File: src/rtl/instr_fetch_seq.sv
// ---------------------------------------------------------------------------
// instr_fetch_seq
//   Upstream sequencer for the cpu core. Starting at address 0, it fetches
//   16-bit instruction words from a synchronous instruction memory (one cycle
//   read latency) and hands each word to the core:
//     1. present the word on cpu_in,
//     2. pulse cpu_load,
//     3. hold cpu_s until the core drops cpu_w,
//     4. wait for cpu_w to rise again,
//     5. advance pc.
//   The run ends in HALTED on a HALT_WORD (that word is never issued) or after
//   the instruction at LAST_ADDR has executed. A watchdog moves the sequencer
//   to ERROR if the core spends WDOG_MAX cycles between START entry and
//   completion.
//
// Optional feature (compile-time macro SINGLE_STEP_EN):
//   Adds the input `step`. After each completed instruction the sequencer
//   parks in STEPWAIT (busy stays 1, pc held, watchdog idle) until step=1.
//   When the macro is undefined there is no step port and the sequencer
//   free-runs.
//
// Ports
//   clk        in   1       rising-edge clock
//   reset      in   1       asynchronous, active-low reset
//   start      in   1       begin a run at pc=0 (honoured in IDLE/HALTED/ERROR only)
//   step       in   1       (SINGLE_STEP_EN only) release STEPWAIT
//   mem_addr   out  ADDR_W  instruction memory address
//   mem_rdata  in   16      memory read data, valid one cycle after mem_addr
//   cpu_in     out  16      instruction word to the core
//   cpu_load   out  1       one-cycle load pulse to the core
//   cpu_s      out  1       start strobe to the core
//   cpu_w      in   1       core ready/idle flag (1 = ready)
//   pc         out  ADDR_W  address of the current instruction
//   busy       out  1       running (any state except IDLE/HALTED/ERROR)
//   halted     out  1       run finished normally
//   error      out  1       watchdog expired
// ---------------------------------------------------------------------------
module instr_fetch_seq #(
  parameter int                ADDR_W    = 8,
  parameter logic [ADDR_W-1:0] LAST_ADDR = {ADDR_W{1'b1}},
  parameter logic [15:0]       HALT_WORD = 16'hE000,
  parameter int                WDOG_MAX  = 64
) (
  input  logic              clk,
  input  logic              reset,
  input  logic              start,
`ifdef SINGLE_STEP_EN
  input  logic              step,
`endif
  output logic [ADDR_W-1:0] mem_addr,
  input  logic [15:0]       mem_rdata,
  output logic [15:0]       cpu_in,
  output logic              cpu_load,
  output logic              cpu_s,
  input  logic              cpu_w,
  output logic [ADDR_W-1:0] pc,
  output logic              busy,
  output logic              halted,
  output logic              error
);

  localparam int                WDOG_W    = $clog2(WDOG_MAX + 1);
  // The counter value at the start of the cycle in which it reaches WDOG_MAX.
  localparam logic [WDOG_W-1:0] WDOG_LAST = WDOG_W'(WDOG_MAX - 1);
  localparam logic [WDOG_W-1:0] WDOG_TOP  = WDOG_W'(WDOG_MAX);

  typedef enum logic [3:0] {
    S_IDLE,
    S_FETCH,
    S_MEMWAIT,
    S_LOAD,
    S_START,
    S_EXEC,
    S_HALTED,
`ifdef SINGLE_STEP_EN
    S_STEPWAIT,
`endif
    S_ERROR
  } state_t;

  state_t            state_reg, state_next;
  logic [ADDR_W-1:0] pc_reg, pc_next;
  logic [ADDR_W-1:0] mem_addr_reg, mem_addr_next;
  logic [15:0]       cpu_in_reg, cpu_in_next;
  logic              cpu_load_reg, cpu_load_next;
  logic              cpu_s_reg, cpu_s_next;
  logic [WDOG_W-1:0] wdog_reg, wdog_next;

  logic [WDOG_W-1:0] wdog_inc;
  logic              wdog_expire;
  logic [ADDR_W-1:0] pc_plus1;

  // Saturating increment: the counter never wraps back to a "safe" value.
  assign wdog_inc    = (wdog_reg == WDOG_TOP) ? wdog_reg : wdog_reg + WDOG_W'(1);
  assign wdog_expire = (wdog_reg == WDOG_LAST);
  assign pc_plus1    = pc_reg + ADDR_W'(1);

  // -------------------------------------------------------------------------
  // State and registered outputs. reset is asynchronous, so cpu_s drops the
  // moment reset falls, not at the next clock edge.
  // -------------------------------------------------------------------------
  always_ff @(posedge clk or negedge reset) begin
    if (!reset) begin
      state_reg    <= S_IDLE;
      pc_reg       <= '0;
      mem_addr_reg <= '0;
      cpu_in_reg   <= '0;
      cpu_load_reg <= 1'b0;
      cpu_s_reg    <= 1'b0;
      wdog_reg     <= '0;
    end else begin
      state_reg    <= state_next;
      pc_reg       <= pc_next;
      mem_addr_reg <= mem_addr_next;
      cpu_in_reg   <= cpu_in_next;
      cpu_load_reg <= cpu_load_next;
      cpu_s_reg    <= cpu_s_next;
      wdog_reg     <= wdog_next;
    end
  end

  // -------------------------------------------------------------------------
  // Next-state and next-output logic. mem_addr is loaded with the address to
  // fetch on the transition into FETCH, so the memory sees it during FETCH and
  // its data is available in MEMWAIT.
  // -------------------------------------------------------------------------
  always_comb begin
    state_next    = state_reg;
    pc_next       = pc_reg;
    mem_addr_next = mem_addr_reg;
    cpu_in_next   = cpu_in_reg;
    cpu_load_next = 1'b0;
    cpu_s_next    = cpu_s_reg;
    wdog_next     = wdog_reg;

    case (state_reg)
      S_IDLE, S_HALTED, S_ERROR: begin
        if (start) begin
          state_next    = S_FETCH;
          pc_next       = '0;
          mem_addr_next = '0;
        end
      end

      S_FETCH: begin
        mem_addr_next = pc_reg;
        state_next    = S_MEMWAIT;
      end

      S_MEMWAIT: begin
        cpu_in_next = mem_rdata;
        if (mem_rdata == HALT_WORD) begin
          state_next = S_HALTED;
        end else begin
          state_next    = S_LOAD;
          cpu_load_next = 1'b1;
        end
      end

      S_LOAD: begin
        state_next = S_START;
        cpu_s_next = 1'b1;
        wdog_next  = '0;
      end

      // A core that still shows w=1 has not accepted yet: keep cpu_s high.
      S_START: begin
        wdog_next = wdog_inc;
        if (wdog_expire) begin
          state_next = S_ERROR;
          cpu_s_next = 1'b0;
        end else if (!cpu_w) begin
          state_next = S_EXEC;
          cpu_s_next = 1'b0;
        end
      end

      S_EXEC: begin
        wdog_next = wdog_inc;
        if (wdog_expire) begin
          state_next = S_ERROR;
        end else if (cpu_w) begin
          if (pc_reg == LAST_ADDR) begin
            state_next = S_HALTED;
          end else begin
`ifdef SINGLE_STEP_EN
            state_next    = S_STEPWAIT;
`else
            state_next    = S_FETCH;
            pc_next       = pc_plus1;
            mem_addr_next = pc_plus1;
`endif
          end
        end
      end

`ifdef SINGLE_STEP_EN
      S_STEPWAIT: begin
        if (step) begin
          state_next    = S_FETCH;
          pc_next       = pc_plus1;
          mem_addr_next = pc_plus1;
        end
      end
`endif

      default: begin
        state_next = S_IDLE;
        cpu_s_next = 1'b0;
      end
    endcase
  end

  assign mem_addr = mem_addr_reg;
  assign cpu_in   = cpu_in_reg;
  assign cpu_load = cpu_load_reg;
  assign cpu_s    = cpu_s_reg;
  assign pc       = pc_reg;

  // Status flags decode directly from the state register.
  assign halted = (state_reg == S_HALTED);
  assign error  = (state_reg == S_ERROR);
  assign busy   = (state_reg != S_IDLE) && (state_reg != S_HALTED) &&
                  (state_reg != S_ERROR);

endmodule

File: config.mk
export PLATFORM = sky130hd
export DESIGN_NAME = instr_fetch_seq
export DESIGN_NICKNAME = d
export VERILOG_FILES = /design/src/rtl/instr_fetch_seq.sv
export SDC_FILE = /design/constraint.sdc
export NUM_CORES = 1
export LEC_CHECK = 0
export ABC_CLOCK_PERIOD_IN_PS = 2750
export BUFFER_PORTS_ARGS = -buffer_cell sky130_fd_sc_hd__buf_2
export CELL_PAD_IN_SITES_DETAIL_PLACEMENT = 0
export CELL_PAD_IN_SITES_GLOBAL_PLACEMENT = 2
export CORE_MARGIN = 2
export CORE_UTILIZATION = 33
export CTS_CLUSTER_SIZE = 40
export DETAILED_ROUTE_END_ITERATION = 7
export GPL_TIMING_DRIVEN = 0
export PLACE_DENSITY = 0.82
export SLEW_MARGIN = 20
export SYNTH_ARGS = -nofsm -noshare
export SYNTH_HDL_FRONTEND = slang
export SYNTH_SLANG_ARGS = --single-unit
File: constraint.sdc
create_clock -name clk -period 2.75 [get_ports clk]
set_input_delay 0.4125 -clock clk [delete_from_list [all_inputs] [get_ports clk]]
set_output_delay 0.4125 -clock clk [all_outputs]
set_load 0.01 [all_outputs]
## Yosys cells after proc, flatten, opt, wreduce, memory -nomap -nowiden

Cells that the tools add are included.

- Output and inout port bits: 37
- Register bits: 45
- Input bits: 20
- Word-level logic and storage cells: 66

- Add/sub/neg operators: 2
- Bitwise gates (word level): 1
- Muxes and demuxes: 21
- Reduce and logical (&&, ||, !) cells: 15
- Equal/unequal tests: 20

Operators with widths:

| cell | number |
|---|---|
| $mux W8 | 4 |
| $pmux W4 S6 | 1 |
| $pmux W8 S3 | 1 |
| $mux W4 | 5 |
| $eq A16 B16 Y1 const B | 1 |
| $eq A4 B3 Y1 const B | 4 |
| $pmux W8 S2 | 1 |
| $pmux W7 S2 | 1 |
| $ne A2 B2 Y1 const B | 5 |
| $reduce_and A5 Y1 | 2 |
| $add A8 B1 Y8 const B | 1 |
| $eq A4 B2 Y1 const B | 2 |
| $eq A8 B8 Y1 const B | 1 |
| $ne A4 B3 Y1 const B | 2 |
| $add A7 B1 Y7 const B | 1 |
| $eq A7 B6 Y1 const B | 1 |
| $eq A7 B7 Y1 const B | 1 |
| $mux W7 | 1 |
| $mux W3 | 2 |
| $ne A3 B3 Y1 const B | 2 |
| $reduce_or A6 Y1 | 1 |
| $eq A4 B1 Y1 const B | 1 |
| $logic_not A4 Y1 | 1 |
| $mux W1 | 4 |
| other kinds (10) | 13 |

## Longest topological paths before layout

Gate-level depths: netlist of the first run.

- Depth in word-level cells: 5
- Gate-level depth with buffers: 8
- Mapped depth without buffers: 7

## Worst setup path before layout of the first run

No wires, ideal clock.

- Kind: reg2reg
- From: register pc_reg[0], in the netlist pc[0]
- To: register pc_reg[6], in the netlist pc[6]
- Library setup time: 0.124 ns
- Path buffers: 1
- Arrival time: 1.939 ns
- Cell stages (with the launch flop): 8
- Clock period less this slack: 2.063 ns
- Required time: 2.626 ns
- Slack: 0.687 ns
- Cell sequence: dfrtp_1 ha_1 and4_1 nand4_2 and4_1 buf_6 and3_4 a211o_1

- Cells in the longest elaborated chain, start to end: 5
- Elaborated cells between the ends (all ways): 8
- Classes of those cells: 1 x add/sub; 2 x eq/ne; 4 x mux; 1 x reduce/logical

RTL lines:

| what | line | source |
|---|---|---|
| start, declared | 82 | `logic [ADDR_W-1:0] pc_reg, pc_next;` |
| start signal, assigned | 113 | `pc_reg <= pc_next;` |
| $add A8 B1 Y8 | 96 | `assign pc_plus1 = pc_reg + ADDR_W'(1);` |
| $mux W8 | 183 | `if (pc_reg == LAST_ADDR) begin` |
| $mux W8 | 182 | `end else if (cpu_w) begin` |
| $mux W8 | 180 | `if (wdog_expire) begin` |
| $pmux W8 S2 | 136 | `case (state_reg)` |

Parallel ways exist; a longest one is shown, timed or not. The select of a mux whose other input is x is not followed.
A chain may end at the register's enable or synchronous reset.

## Worst setup path in the final report of the first run

- From: register state_reg[2]
- To: output error

- Cells in the longest elaborated chain, start to end: 1

RTL lines:

| what | line | source |
|---|---|---|
| start, declared | 81 | `state_t state_reg, state_next;` |
| start signal, assigned | 112 | `state_reg <= state_next;` |
| $eq A4 B3 Y1 | 222 | `assign error = (state_reg == S_ERROR);` |
| end, declared | 59 | `output logic error` |

Every way passes these cells.

==> results by group, run 1 <==
STA
  • # setup viols final: 0
  • Worst slew margin: roughly 46%
  • Clock skew: between 0.01 and 0.015 ns
  • Measured slew at the worst slew-check pin: between 0.8 and 0.9 ns
  • Pins Over Slew Limit: 0
  • Tcrit/Tclk final: between 90 and 100%
  • Max Freq: 0.400 GHz
  • RSZ-0062 raised after global routing: false
  • Setup TNS: 0 ns
  • Tmin final: 2.50 ns
  • Final hold violation count: 0

Yosys
  • Ys Warns: 0
  • #FFs+latches synth: between 40 and 50
  • Synth top area cells: dfrtp_1 (47%), mux2_2 (8.1%), ha_1 (3.2%), xor2_1 (3.0%), o21ai_0 (2.7%)
  • Yosys top cell area share: between 40% and 50%
  • Post-Syn Instances: 230
  • Syn Area/Cell: approximately 10 um^2
  • Cell Area, Synth: around 2400 um^2
  • Sequential element share of the synthesized area: between 40% and 50%
  • Mapped Nets: roughly 260
  • Area leader, netlist: dfrtp_1
  • Synth unique cells: 45

GRT
  • GRT Overall Usage: between 10% and 20%
  • Largest net degree at the start of global routing: 45
  • First-pass GRT wire length: 9790 um
  • Initial antenna violation count: 0
  • Overflow after GRT: 0
  • Vias in the first global route: roughly 2000

Floorplanning
  • Die width: slightly below 90 um
  • # IOs: between 50 and 60
  • Core ar.: slightly below 7000 um^2
  • Rows: 30
  • Die area: a little under 8000 um^2
  • Die Span Y: between 80 and 90 um
  • Initial Utilization: between 30% and 40%

Drt
  • Post-DRT Antenna Nets: 0
  • Total vias in the final route: 1970
  • DR pass1 iterations: 4
  • DRC viols: 0
  • Starting DRT DRC Count: between 70 and 80
  • WL final: 5780 um
  • Wire length per cell: 14.8 um
  • Via density: slightly above 5

Critical path
  • Worst reg2reg setup slack: ~0.45 ns
  • CP peak stage delay: around 0.52 ns
  • Crit path kind: reg -> out
  • Worst-case reg-to-reg path depth: 7
  • CP Data Required Time: about 2.3 ns
  • Reg2reg end: mem_addr[1]$_DFFE_PN0P_
  • CP Launch Type: flip-flop
  • CP max FO: 10
  • Critical Path Sink Type: output pin
  • R2r startpoint: pc[0]$_DFFE_PN0P_
  • Data arrival time of the critical path: 2.09 ns
  • CP max stage cell: dfrtp_1
  • CP Cell Sequence: clkbuf_1, buf_1, nand2_1, nor2_1, buf_2

Clocking
  • Clock sink count: between 40 and 50
  • Total CTS buffers: 5
  • Htree depth: 2
  • Post-CTS Setup Inserts: 0
  • CTS tree: yes
  • Root buffer cell: clkbuf_8
  • CTS Hold Buffers Added: 0
  • Clock Pin Slew Worst Setup and Hold Paths: about 0.09 ns
  • Cts repair resizes: 0
  • CTS Buffer Depth: 2
  • Worst-skew pair later-pin latency: approximately 0.3 ns

Placed design
  • Port Buffer Count: 56
  • Placed cell area: about 2800 um^2
  • DP HPWL: about 4200 um
  • Final GP Congestion: between 0.7 and 0.8

Power and ir drop
  • Net Switching: about 1.0 mW
  • Pwr per Cell Area: 877 nW/um^2
  • Seq pwr share: 39.0%
  • Combinational power share: around 45%
  • Max IR drop VDD: ~0.00037 V
  • P_leak: roughly 1.3 nW
  • Clock share of power: between 15 and 20%
  • Switching part of the total: 40.1%
  • Internal power: 1.50 mW

Cells and area
  • Diode count: 0
  • Largest register FFs: 16
  • Commonest non-fill, non-tap cell in the layout: buf_2
  • Fraction of layout cells with a size suffix above 1: ~32%
  • Commonest cells after routing, fill and taps aside: buf_2 (62), dfrtp_1 (44), mux2_2 (17)
  • Fin nets: about 320
  • Post-route design area: roughly 2900 um^2
  • Area growth, synth to finish: 20.7%

Hold path
  • Hold crit path type: in -> async

Status
  • Run status: complete, no violations

Flow run
  • Maxcap violations: 0
==> routing by layer <==
layer	track usage (%)	up-vias	share of wire, %
met5	0	-	0
met2	25.4	66	45
met4	3.72	0	0.36
met1	22.0	927	48
met3	4.10	2	6.5
li1	-	975	-
==> critical path: cells and delay by family, from the launching register on <==
kind                   cells  cell delay, ns
buffers and inverters      3            1.02
AND/OR/NAND/NOR            2            0.26
flip-flops                 1            0.52
==> synth_stat cells (all sizes together) <==
| cell | number |
|---|---|
| a22o | 3 |
| nand4 | 7 |
| nand2 | 15 |
| mux2 | 17 |
| nor4 | 3 |
| or2 | 1 |
| o21ai | 22 |
| ha | 6 |
| o21bai | 1 |
| a41oi | 2 |
| nand3 | 5 |
| o31ai | 2 |
| nand3b | 4 |
| nor2 | 15 |
| nor4bb | 1 |
| nand2b | 3 |
| or4 | 1 |
| mux2i | 2 |
| xor2 | 8 |
| xnor2 | 2 |
| a21oi | 13 |
| or4b | 1 |
| nor4b | 1 |
| and3 | 2 |
| a211o | 2 |
| or3 | 4 |
| buf | 10 |
| a221oi | 1 |
| clkbuf | 3 |
| inv | 5 |
| o41ai | 7 |
| nor2b | 3 |
| and2 | 1 |
| dfrtp | 44 |
| nor3 | 6 |
| and4 | 2 |
| o32a | 1 |
| a31oi | 4 |
==> cell type report <==
cell class | count | area [um^2]
Sequential cell | 44 | 1100
Timing Repair Buffer | 56 | 283
Clock inverter | 3 | 18.8
Tap cell | 96 | 120
Fill cell | 696 | 4010
Multi-Input combinational cell | 168 | 1170
Buffer | 13 | 72.6
Inverter | 5 | 18.8
Clock buffer | 5 | 68.8
==> through the flow <==
stage	setup slack [ns]	cells	hold slack (ns)	utilization (%)	power, mW
after global routing	0.0721	390	0.134	41.6	2.72
after global placement	0.424	382	0.475	40.3	2.09
after detailed placement	0.480	382	0.479	40.3	2.11
final	0.251	390	0.102	41.6	2.50
after CTS	0.225	390	0.315	41.5	2.54
after floorplan	0.687	230	0.117	-	1.72
==> logic make-up (layout without fill, tap and decap cells) <==
family / Yosys count / count (layout) / share of synthesized area, %
AOI/OAI and AO/OA: 58 / 58 / 16.1
xor gates and xnor gates: 10 / 10 / 3.70
adders and majority gates: 6 / 6 / 3.17
buffers and inverters: 18 / 82 / 3.86
DFF: 44 / 44 / 46.5
muxes: 19 / 19 / 8.94
and+or+nand+nor: 75 / 75 / 17.7
==> worst max-delay path by stage <==
stage	from	to	slack, ns	cells after the start
global route	state_reg[2]$_DFFE_PN0P_	error	0.07	5
global placement	pc[0]$_DFFE_PN0P_	pc[6]$_DFFE_PN0P_	0.42	7
CTS	state_reg[2]$_DFFE_PN0P_	error	0.23	5
finish	state_reg[2]$_DFFE_PN0P_	error	0.25	5
detailed placement	pc[0]$_DFFE_PN0P_	mem_addr[1]$_DFFE_PN0P_	0.48	7
floorplan	pc[0]$_DFFE_PN0P_	pc[6]$_DFFE_PN0P_	0.69	7
==> power by group through the flow <==
stage / clock, mW / sequential (mW) / combinational, mW
3_5_place_dp: 0 / 0.986 / 1.12
5_1_grt: 0.463 / 1.01 / 1.25
2_1_floorplan: 0 / 1.04 / 0.684
4_1_cts: 0.433 / 0.980 / 1.13
6_report: 0.409 / 0.978 / 1.12
3_3_place_gp: 0 / 0.982 / 1.11
Power figures use the tool's default switching activity.
==> run 2: changes to the inputs <==
--- a/config.mk
+++ b/config.mk
@@ -6,15 +6,17 @@
 export NUM_CORES = 1
 export LEC_CHECK = 0
 export ABC_CLOCK_PERIOD_IN_PS = 2750
-export BUFFER_PORTS_ARGS = -buffer_cell sky130_fd_sc_hd__buf_2
 export CELL_PAD_IN_SITES_DETAIL_PLACEMENT = 0
 export CELL_PAD_IN_SITES_GLOBAL_PLACEMENT = 2
 export CORE_MARGIN = 2
-export CORE_UTILIZATION = 33
+export CORE_UTILIZATION = 39
+export CTS_CLUSTER_DIAMETER = 120
 export CTS_CLUSTER_SIZE = 40
 export DETAILED_ROUTE_END_ITERATION = 7
+export DONT_BUFFER_PORTS = 1
 export GPL_TIMING_DRIVEN = 0
 export PLACE_DENSITY = 0.82
+export SKIP_CTS_REPAIR_TIMING = 1
 export SLEW_MARGIN = 20
 export SYNTH_ARGS = -nofsm -noshare
 export SYNTH_HDL_FRONTEND = slang
==> results by group, run 2 (synthesis gave the netlist of run 1 again) <==
Status
  • Run status: complete, no violations

Clocking
  • CTS Buffer Depth: 2
  • Clock sink count: 44
  • CTS tree: yes
  • Clock Pin Slew Worst Setup and Hold Paths: roughly 0.09 ns
  • Root buffer cell: clkbuf_8
  • Total CTS buffers: 5
  • Htree depth: 2
  • Worst-skew pair later-pin latency: about 0.30 ns

STA
  • Final hold violation count: 0
  • Setup TNS: 0 ns
  • Hold slack: around 0.26 ns
  • Setup slack after layout: 0.298 ns
  • Pins Over Slew Limit: 0
  • Worst slew margin: 46.4%
  • RSZ-0062 raised after global routing: false
  • Max Freq: ~0.41 GHz
  • Clock skew: 0.00581 ns
  • Tmin final: between 2 and 2.5 ns
  • Tcrit/Tclk final: around nine tenths
  • Measured slew at the worst slew-check pin: roughly 0.80 ns
  • # setup viols final: 0

Drt
  • Post-DRT Antenna Nets: 0
  • Starting DRT DRC Count: 82
  • DR pass1 iterations: 4
  • Via density: between 5 and 6
  • DRC viols: 0
  • Wire length per cell: ~17 um
  • Total vias in the final route: ~1800
  • WL final: about 5400 um

Floorplanning
  • Die Span Y: between 80 and 90 um
  • # IOs: 57
  • Initial Utilization: around two fifths
  • Die width: 81.9 um
  • Die area: approximately 6700 um^2
  • Rows: 28
  • Core ar.: 5890 um^2

Cells and area
  • Commonest non-fill, non-tap cell in the layout: dfrtp_1
  • Fin nets: ~270
  • Fraction of layout cells with a size suffix above 1: between 10% and 20%
  • Largest register FFs: 16
  • Area growth, synth to finish: 9.62%
  • Post-Layout Cell Count: ~320
  • Commonest cells after routing, fill and taps aside: dfrtp_1 (44), mux2_2 (17), nand2_1 (15), nor2_1 (15), o21ai_0 (13)
  • Diode count: 0

Power and ir drop
  • Tot Pwr: 2.38 mW
  • Pwr per Cell Area: about 920 nW/um^2
  • Max IR drop VDD: about 0.00039 V
  • P_leak: roughly 1.1 nW

Critical path
  • Buf/Inv on CP: 2
  • Data arrival time of the critical path: approximately 2.0 ns
  • Crit path kind: reg -> out
  • CP max stage cell: dfrtp_1
  • CP Launch Type: flip-flop
  • Critical Path Sink Type: output pin
  • CP Cell Sequence: clkbuf_1, buf_1, nand2_1, nor2_1
  • CP max FO: 10
  • Crit path max-delay family: buffers and inverters
  • Worst reg2reg setup slack: 0.36 ns
  • CP peak stage delay: around 0.52 ns
  • CP Data Required Time: 2.34 ns

GRT
  • Vias in the first global route: ~1800
  • Largest net degree at the start of global routing: 45
  • Initial antenna violation count: 0
  • First-pass GRT wire length: around 9000 um
  • GRT Overall Usage: 17.2%
  • Overflow after GRT: 0

Placed design
  • Port Buffer Count: 0
  • Cells after DPL: between 300 and 400
  • Final GP Congestion: around 0.73
  • DP HPWL: 3910 um
  • DP Worst Slack: a little under 0.4 ns

Flow run
  • Maxcap violations: 0

Hold path
  • Hold crit path type: in -> reg
[run 2: layer usage]
layer  GRT usage (%)  wire (um)
met5               0          0
met2            26.7       2500
met4            4.67         25
met3            5.60        377
met1            23.0       2520
[run 2: area by class of cell]
type	count	area, um^2
tap	75	93.8
timing repair buffer	2	37.5
fill	588	3290
clock buffer	6	82.6
inverter	5	18.8
multi-input combinational	168	1170
clock inverter	2	13.8
buffer	13	72.6
sequential	44	1100
[run 2: worst register-to-register path: stages (launching register included)]
cell	delay, ns
dfrtp_1	0.55
ha_1	0.35
and4_1	0.30
nand4_2	0.23
and4_1	0.30
buf_6	0.13
and3_4	0.16
a211o_1	0.26
[run 2: path summary, 6_finish.rpt]
path                                               start                        to  cells after the start
worst max-delay path            state_reg[2]$_DFFE_PN0P_                    halted                      4
worst min-delay path                       mem_rdata[10]    cpu_in[10]$_DFFE_PN0N_                      1
worst max register to register         pc[0]$_DFFE_PN0P_         pc[6]$_DFFE_PN0P_                      7
worst min register to register   wdog_reg[0]$_DFFE_PN0P_   wdog_reg[0]$_DFFE_PN0P_                      1
max in group asynchronous                          reset         pc[7]$_DFFE_PN0P_                      2
min in group asynchronous                          reset  state_reg[1]$_DFFE_PN0P_                      2
[run 2: through the flow]
step	util, %	area (um^2)
6_report	44.1	2590
5_1_grt	44.1	2590
4_1_cts	43.4	2560
3_5_place_dp	41.8	2460
3_3_place_gp	41.8	2460
2_1_floorplan	-	2370
[run 2: power by group]
part	internal [mW]	leakage [nW]	switching, mW	total (mW)
sequential	0.841	0.572	0.241	1.08
combinational	0.370	0.480	0.487	0.857
clock	0.206	0.0516	0.236	0.442
